===== src/rtl/ati_bus_bridge.sv =====
// rtl/ati_bus_bridge.sv - ATI system bus slave bridge to a narrow-data peripheral with TX/RX word FIFOs
module ati_bus_bridge_fifo #(
    parameter int WIDTH = 8,
    parameter int DEPTH = 4
) (
    input  logic                     clk,
    input  logic                     rst_n,
    input  logic                     push,
    input  logic [WIDTH-1:0]         push_data,
    input  logic                     pop,
    output logic [WIDTH-1:0]         head,
    output logic [$clog2(DEPTH):0]   count
);
    localparam int AW = $clog2(DEPTH);
    localparam int CW = AW + 1;

    logic [WIDTH-1:0] mem [DEPTH];
    logic [AW-1:0]    wr_ptr;
    logic [AW-1:0]    rd_ptr;
    logic             full;
    logic             empty;
    logic             do_push;
    logic             do_pop;

    assign empty   = (count == '0);
    assign full    = (count == CW'(DEPTH));
    assign do_pop  = pop && !empty;
    // A pop in the same cycle frees the slot, so a push on full still lands
    assign do_push = push && (!full || do_pop);
    assign head    = mem[rd_ptr];

    always_ff @(posedge clk) begin
        if (!rst_n) begin
            wr_ptr <= '0;
            rd_ptr <= '0;
            count  <= '0;
        end else begin
            if (do_push) wr_ptr <= wr_ptr + AW'(1);
            if (do_pop)  rd_ptr <= rd_ptr + AW'(1);
            case ({do_push, do_pop})
                2'b10:   count <= count + CW'(1);
                2'b01:   count <= count - CW'(1);
                default: count <= count;
            endcase
        end
    end

    always_ff @(posedge clk) begin
        if (do_push) mem[wr_ptr] <= push_data;
    end
endmodule

module ati_bus_bridge #(
    parameter int DATA_BUS_WIDTH    = 64,
    parameter int ADDR_BUS_WIDTH    = 64,
    parameter int CHANNEL_WIDTH     = 2,
    parameter int DEVICE_CHANNEL_ID = 0,
    parameter int DEVICE_DATA_WIDTH = 8,
    parameter int TX_DEPTH          = 4,
    parameter int RX_DEPTH          = 4
) (
    input  logic                         clk,
    input  logic                         rst_n,
    input  logic [ADDR_BUS_WIDTH-1:0]    bus_addr,
    input  logic [DATA_BUS_WIDTH-1:0]    bus_wdata,
    input  logic [1:0]                   bus_dtype,
    input  logic                         bus_wr_req,
    input  logic                         bus_rd_req,
    output logic                         bus_sel,
    output logic                         bus_wr_ready,
    output logic [DATA_BUS_WIDTH-1:0]    bus_rdata,
    output logic                         bus_rd_valid,
    output logic                         bus_err,
    output logic                         tx_ovf_sticky,
    output logic [DEVICE_DATA_WIDTH-1:0] dev_wdata,
    output logic                         dev_wr_valid,
    input  logic                         dev_wr_ready,
    input  logic [DEVICE_DATA_WIDTH-1:0] dev_rdata,
    input  logic                         dev_rd_valid,
    output logic                         dev_rd_ready,
    input  logic [1:0]                   cfg_rx_dtype
);
    localparam int MAX_BEATS = DATA_BUS_WIDTH / DEVICE_DATA_WIDTH;
    localparam int CNT_W     = $clog2(MAX_BEATS + 1);
    localparam int TXW       = DATA_BUS_WIDTH + 2;
    localparam int TX_CW     = $clog2(TX_DEPTH) + 1;
    localparam int RX_CW     = $clog2(RX_DEPTH) + 1;

    typedef enum logic {TX_IDLE, TX_SEND} tx_state_t;
    typedef enum logic {RX_ASM, RX_HOLD}  rx_state_t;

    function automatic logic [CNT_W-1:0] n_beats(input logic [1:0] t);
        int w;
        w = 8 << t;
        if (w > DATA_BUS_WIDTH) w = DATA_BUS_WIDTH;
        if (w <= DEVICE_DATA_WIDTH) return CNT_W'(1);
        return CNT_W'(w / DEVICE_DATA_WIDTH);
    endfunction

    function automatic logic [DATA_BUS_WIDTH-1:0] type_mask(input logic [1:0] t);
        logic [DATA_BUS_WIDTH-1:0] m;
        for (int i = 0; i < DATA_BUS_WIDTH; i++) m[i] = (i < (8 << t));
        return m;
    endfunction

    // The address offset below the channel field is decoded upstream
    logic unused_addr;
    assign unused_addr = ^bus_addr[ADDR_BUS_WIDTH-CHANNEL_WIDTH-1:0];

    assign bus_sel = (bus_addr[ADDR_BUS_WIDTH-1 -: CHANNEL_WIDTH] == CHANNEL_WIDTH'(DEVICE_CHANNEL_ID));

    logic                 tx_push;
    logic                 tx_pop;
    logic [TXW-1:0]       tx_head;
    logic [TX_CW-1:0]     tx_count;
    logic                 tx_full;
    logic                 tx_empty;
    logic                 wr_drop;

    assign tx_full      = (tx_count == TX_CW'(TX_DEPTH));
    assign tx_empty     = (tx_count == '0);
    assign tx_push      = bus_sel && bus_wr_req && !tx_full;
    assign wr_drop      = bus_sel && bus_wr_req && tx_full;
    assign bus_wr_ready = bus_sel && !tx_full;

    ati_bus_bridge_fifo #(.WIDTH(TXW), .DEPTH(TX_DEPTH)) u_tx_fifo (
        .clk       (clk),
        .rst_n     (rst_n),
        .push      (tx_push),
        .push_data ({bus_wdata, bus_dtype}),
        .pop       (tx_pop),
        .head      (tx_head),
        .count     (tx_count)
    );

    tx_state_t                  tx_state;
    tx_state_t                  tx_state_next;
    logic [CNT_W-1:0]           beat_idx;
    logic [CNT_W-1:0]           beat_idx_next;
    logic                       tx_last;
    logic [DATA_BUS_WIDTH-1:0]  tx_word;
    logic [31:0]                tx_sh;

    always_ff @(posedge clk) begin
        if (!rst_n) begin
            tx_state <= TX_IDLE;
            beat_idx <= '0;
        end else begin
            tx_state <= tx_state_next;
            beat_idx <= beat_idx_next;
        end
    end

    // Beat count follows the head entry directly; the head only changes on a pop
    always_comb begin
        tx_state_next = tx_state;
        beat_idx_next = beat_idx;
        tx_pop        = 1'b0;
        tx_last       = ((beat_idx + CNT_W'(1)) == n_beats(tx_head[1:0]));
        case (tx_state)
            TX_IDLE: begin
                if (!tx_empty) begin
                    tx_state_next = TX_SEND;
                    beat_idx_next = '0;
                end
            end
            TX_SEND: begin
                if (dev_wr_ready) begin
                    if (tx_last) begin
                        tx_pop        = 1'b1;
                        beat_idx_next = '0;
                        if (tx_count <= TX_CW'(1)) tx_state_next = TX_IDLE;
                    end else begin
                        beat_idx_next = beat_idx + CNT_W'(1);
                    end
                end
            end
            default: tx_state_next = TX_IDLE;
        endcase
    end

    assign tx_word      = tx_head[TXW-1:2] & type_mask(tx_head[1:0]);
    assign tx_sh        = 32'(beat_idx) * DEVICE_DATA_WIDTH;
    assign dev_wr_valid = (tx_state == TX_SEND);
    assign dev_wdata    = dev_wr_valid ? DEVICE_DATA_WIDTH'(tx_word >> tx_sh) : '0;

    logic                       rx_push;
    logic                       rx_pop;
    logic [DATA_BUS_WIDTH-1:0]  rx_push_data;
    logic [DATA_BUS_WIDTH-1:0]  rx_head;
    logic [RX_CW-1:0]           rx_count;
    logic                       rx_full;
    logic                       rx_empty;
    logic                       rx_space;
    logic                       rd_err;

    assign rx_full  = (rx_count == RX_CW'(RX_DEPTH));
    assign rx_empty = (rx_count == '0);
    assign rx_pop   = bus_sel && bus_rd_req && !rx_empty;
    assign rd_err   = bus_sel && bus_rd_req && rx_empty;
    assign rx_space = !rx_full || rx_pop;

    ati_bus_bridge_fifo #(.WIDTH(DATA_BUS_WIDTH), .DEPTH(RX_DEPTH)) u_rx_fifo (
        .clk       (clk),
        .rst_n     (rst_n),
        .push      (rx_push),
        .push_data (rx_push_data),
        .pop       (rx_pop),
        .head      (rx_head),
        .count     (rx_count)
    );

    rx_state_t                  rx_state;
    rx_state_t                  rx_state_next;
    logic [CNT_W-1:0]           rx_idx;
    logic [CNT_W-1:0]           rx_idx_next;
    logic [1:0]                 rx_type;
    logic [1:0]                 rx_type_next;
    logic [1:0]                 rx_cur_type;
    logic [DATA_BUS_WIDTH-1:0]  rx_acc;
    logic [DATA_BUS_WIDTH-1:0]  rx_acc_next;
    logic [DATA_BUS_WIDTH-1:0]  rx_beat;
    logic [DATA_BUS_WIDTH-1:0]  rx_merged;

    always_ff @(posedge clk) begin
        if (!rst_n) begin
            rx_state <= RX_ASM;
            rx_idx   <= '0;
            rx_type  <= 2'b00;
            rx_acc   <= '0;
        end else begin
            rx_state <= rx_state_next;
            rx_idx   <= rx_idx_next;
            rx_type  <= rx_type_next;
            rx_acc   <= rx_acc_next;
        end
    end

    always_comb begin
        rx_state_next = rx_state;
        rx_idx_next   = rx_idx;
        rx_type_next  = rx_type;
        rx_acc_next   = rx_acc;
        rx_push       = 1'b0;
        rx_push_data  = rx_acc;
        rx_beat       = '0;
        rx_beat[DEVICE_DATA_WIDTH-1:0] = dev_rdata;
        // First beat of a word takes the live type and starts from a zeroed accumulator
        rx_cur_type   = (rx_idx == '0) ? cfg_rx_dtype : rx_type;
        rx_merged     = ((rx_idx == '0) ? '0 : rx_acc) | (rx_beat << (32'(rx_idx) * DEVICE_DATA_WIDTH));
        case (rx_state)
            RX_ASM: begin
                if (dev_rd_valid) begin
                    rx_type_next = rx_cur_type;
                    if ((rx_idx + CNT_W'(1)) == n_beats(rx_cur_type)) begin
                        rx_idx_next  = '0;
                        rx_push_data = rx_merged & type_mask(rx_cur_type);
                        if (rx_space) begin
                            rx_push = 1'b1;
                        end else begin
                            rx_acc_next   = rx_merged & type_mask(rx_cur_type);
                            rx_state_next = RX_HOLD;
                        end
                    end else begin
                        rx_acc_next = rx_merged;
                        rx_idx_next = rx_idx + CNT_W'(1);
                    end
                end
            end
            RX_HOLD: begin
                if (rx_space) begin
                    rx_push       = 1'b1;
                    rx_state_next = RX_ASM;
                end
            end
            default: rx_state_next = RX_ASM;
        endcase
    end

    assign dev_rd_ready = rst_n && (rx_state == RX_ASM);

    always_ff @(posedge clk) begin
        if (!rst_n) begin
            bus_rd_valid  <= 1'b0;
            bus_rdata     <= '0;
            bus_err       <= 1'b0;
            tx_ovf_sticky <= 1'b0;
        end else begin
            bus_rd_valid <= rx_pop;
            bus_rdata    <= rx_pop ? rx_head : '0;
            bus_err      <= wr_drop || rd_err;
            if (wr_drop) tx_ovf_sticky <= 1'b1;
        end
    end
endmodule

===== config.mk =====
export PLATFORM = sky130hd
export DESIGN_NAME = ati_bus_bridge
export DESIGN_NICKNAME = d
export VERILOG_FILES = /design/src/rtl/ati_bus_bridge.sv
export SDC_FILE = /design/constraint.sdc
export NUM_CORES = 1
export LEC_CHECK = 0
export ABC_CLOCK_PERIOD_IN_PS = 9400
export BUFFER_PORTS_ARGS = -buffer_cell sky130_fd_sc_hd__buf_2
export CAP_MARGIN = 20
export CORE_MARGIN = 5
export CORE_UTILIZATION = 65
export CTS_BUF_LIST = sky130_fd_sc_hd__clkbuf_4
export DETAILED_ROUTE_END_ITERATION = 7
export GPL_ROUTABILITY_DRIVEN = 0
export GPL_TIMING_DRIVEN = 0
export PLACE_DENSITY = 0.86
export SYNTH_ARGS = -nofsm -noshare
export SYNTH_HDL_FRONTEND = slang
export SYNTH_SLANG_ARGS = --single-unit

===== constraint.sdc =====
create_clock -name clk -period 9.4 [get_ports clk]
set_clock_uncertainty 0.1 [all_clocks]
set_input_delay 0.47 -clock clk [delete_from_list [all_inputs] [get_ports clk]]
set_output_delay 0.47 -clock clk [all_outputs]
set_load 0.005 [all_outputs]

==> flow_summary_export.csv <==
group,metric,value,unit
worst_hold_path,hp-class,"input port to register",
timing,hold_viol_final,0,
setup_path,critPathArrivalTime,4460,ps
final_layout,layout_commonest_cell,"edfxtp_1",
worst_hold_path,holdPathEnd,"rx_idx[0]",
pwr,ir_drop,184.1,uV
routing,drt-initial-drc-count,1680,
setup_path,r2r_start,"rx_idx[0]",
timing,relSlewSlack,28.66,%
setup_path,end_kind,"primary output",
final_layout,seq_area,18800,sq um
placed_design,io_buffer_count,161,
cts,cts_tree,"done",
routing,postRouteAntennaNets,0,
cts,cts_resized,0,
timing,period_needed,5030,ps
placed_design,postPlaceCellArea,27320,sq um
floorplan,placementRows,72,
timing,setup_viol,0,
final_layout,layout-drive-gt1-share,31.88,%
pwr,total_power,6219,uW
cts,root_buffer,"clkbuf_4",
final_layout,multi_input_comb_area,6422,sq um
floorplan,die_area,43480,sq um
setup_path,start_kind,"register",
logic_synthesis,synth-async-reset-ratio,0,%
setup_path,r2r-end,"u_rx_fifo.count[2]",
cts,cts_buffer_depth,3,
floorplan,die_y,208.5,um
placed_design,dp.cells,2071,
routing,num_vias,15500,
logic_synthesis,syn_nets,1548,
logic_synthesis,ys_seq_area_share,73.37,%
setup_path,path_class,"register to primary output",
routing,firstDrtPassIters,5,
cts,clock_sinks,679,
global_routing,grt_pass1_wl,97.20,mm
logic_synthesis,synth-edff-count,520,
cts,htreeDepth,4,
logic_synthesis,syn-cell-area,25620,sq um
global_routing,grt_pass1_vias,16390,
setup_path,reg2reg_setup_slack,5160,ps
floorplan,die_w,208.5,um
routing,drc_errors,0,
final_layout,design_area,30360,sq um
floorplan,initial_core_util,65.98,%
logic_synthesis,syn_avg_cell_area,18.51,sq um
logic_synthesis,ys_types,69,
global_routing,grt_usage,29.54,%
worst_hold_path,min_path_cells,6,
timing,drv_slew,0,
global_routing,antenna_found_initial,1,
cts,postCtsHoldBufs,81,
logic_synthesis,synth_area_leaders,"edfxtp_1, dfxtp_1, mux4_2",
timing,period_share,53.51,%
logic_synthesis,synth.largest_area_cell,"edfxtp_1",
final_layout,area_delta_synth_final,18.50,%
floorplan,core,38830,sq um
cts,clk_latency,910,ps
cts,clkTransAtPathRegs,70,ps
timing,worstMarginPinSlew,1066,ps
logic_synthesis,ys_seq_elements,679,
logic_synthesis,synth_top_area_share,60.95,%
routing,wire_per_inst,26.06,um
timing,finalSetupTns,0,ps
final_layout,final_cell_mix,"edfxtp_1, clkbuf_4, buf_2, dfxtp_1, mux4_2",
cts,cts_made_buffers,160,
outcome,status,"finished, final reports clean",
setup_path,required,8830,ps
final_layout,final_cells,2450,
job,max-cap-violations,0,
logic_synthesis,synthCells,1384,
final_layout,fillerInstances,1982,
routing,wl,63.85,mm
setup_path,cp_max_fo,10,
logic_synthesis,synthFlopType,"edfxtp_1",
pwr,power.density,204.8,nW/um^2
placed_design,dp_hpwl,35.25,mm
pwr,p_leak,0.01096,uW
final_layout,nNetsFinal,1960,
timing,fmax,0.1988,GHz
setup_path,worstRegToRegCells,16,
cts,post_cts_buffers,0,
global_routing,grt_overflow,0,
global_routing,grt_max_degree,60,
logic_synthesis,synthesis.yosys.warnings,0,
floorplan,ios,225,
timing,grt_setup_unrepaired,"no",
routing,avgViaCountPerCell,6.327,
worst_hold_path,worstHoldStart,"cfg_rx_dtype[0]",
[metal layers]
metal	routed length (um)	part of all wire, %	vias to the layer above	global-route usage [%]
met5	0	0	-	0
met2	33010	52	1113	50.38
met4	3430	5.4	0	15.91
li1	-	-	6495	-
met3	5977	9.4	234	7.019
met1	21440	34	7660	35.11
[synthesized netlist by cell type (2+ instances only)]
| library cell | count |
|---|---|
| nor3_1 | 5 |
| nor2b_1 | 17 |
| nand3_1 | 7 |
| and3_1 | 71 |
| and4_1 | 2 |
| nand4_1 | 6 |
| inv_1 | 25 |
| buf_1 | 11 |
| nand2_1 | 46 |
| a21oi_4 | 2 |
| and2_1 | 38 |
| buf_6 | 5 |
| o22ai_1 | 8 |
| a32o_1 | 8 |
| clkbuf_1 | 42 |
| o2bb2ai_1 | 47 |
| a211oi_1 | 3 |
| mux4_2 | 138 |
| a22oi_1 | 3 |
| a21oi_1 | 23 |
| a31oi_1 | 2 |
| a22o_1 | 40 |
| xnor2_1 | 4 |
| or3_1 | 3 |
| o21ai_0 | 13 |
| nand2b_1 | 3 |
| xor2_1 | 9 |
| buf_2 | 16 |
| mux2i_1 | 12 |
| nor2_1 | 39 |
| a211o_1 | 2 |
| o21a_1 | 2 |
| dfxtp_1 | 159 |
| a21boi_0 | 2 |
| ha_1 | 17 |
| a21oi_2 | 2 |
| edfxtp_1 | 520 |
[cell type report]
class	instances	share of cell area [%]
Inverter	25	0.3091
Buffer	74	1.104
Multi-Input combinational cell	606	21.15
Clock buffer	251	6.206
Antenna cell	3	0.02473
Clock inverter	44	1.100
Sequential cell	679	61.92
Tap cell	518	2.135
Timing Repair Buffer	250	6.050
[worst max-delay path by stage]
| stage | cells past startpoint | slack [ps] | startpoint | to |
|---|---|---|---|---|
| 2_1_floorplan | 10 | 4850 | rx_idx[0] | u_rx_fifo.mem[0][0] |
| 3_3_place_gp | 10 | 3300 | rx_idx[0] | u_rx_fifo.mem[3][23] |
| 3_5_place_dp | 11 | 5240 | rx_idx[0] | u_rx_fifo.mem[0][23] |
| 4_1_cts | 9 | 4540 | register | dev_wdata[3] |
| 5_1_grt | 9 | 4160 | register | dev_wdata[6] |
| 6_report | 9 | 4370 | register | dev_wdata[6] |
[worst max-delay path, cell delays in order, from the launching register on]
cell	delay (ps)
dfxtp_1	380
buf_1	440
clkbuf_1	740
clkbuf_1	620
mux4_2	430
mux2i_1	250
o22ai_1	140
nand2_1	130
o21ai_0	220
buf_2	220
[report_power, final]
part,switching (uW),internal [uW],total (uW)
logic,214,138,352
registers,21.5,3280,3300
clock network,1190,1380,2570
[state kept, by name, indices dropped and copies added, names as in the netlist, named ones only]
register,count
tx_ovf_sticky,1
dev_wr_valid,1
rx_type,2
u_tx_fifo.mem,264
bus_rdata,64
u_rx_fifo.wr_ptr,2
u_rx_fifo.count,3
u_tx_fifo.count,3
bus_rd_valid,1
rx_acc,64
bus_err,1
rx_idx,4
u_rx_fifo.rd_ptr,2
u_tx_fifo.wr_ptr,2
u_rx_fifo.mem,256
beat_idx,4
rx_state,1
u_tx_fifo.rd_ptr,2
[cells by family (layout without fill, tap and decap cells)]
kind of cell             count (synthesis)  after routing  share of synthesized area, %
other                                    0              3                             0
AND/OR/NAND/NOR                        254            254                         5.592
buffers and inverters                   99            644                         1.675
adder cells (fa/ha/maj)                 18             18                        0.9084
flip-flops                             679            679                         73.37
multiplexers                           151            151                         12.64
AO/OA/AOI/OAI                          170            170                         5.362
XOR/XNOR                                13             13                        0.4444
[per-stage QoR]
step	utilization, %	hold WS [ps]	setup WS (ps)
global route	78.18	88.49	4162
detailed placement	70.37	342.4	5245
global placement	69.73	338.4	3301
floorplan	-	324.2	4850
finish	78.19	92.69	4370
CTS	78.17	37.33	4542
No activity file was read; power rests on OpenSTA's default activity.
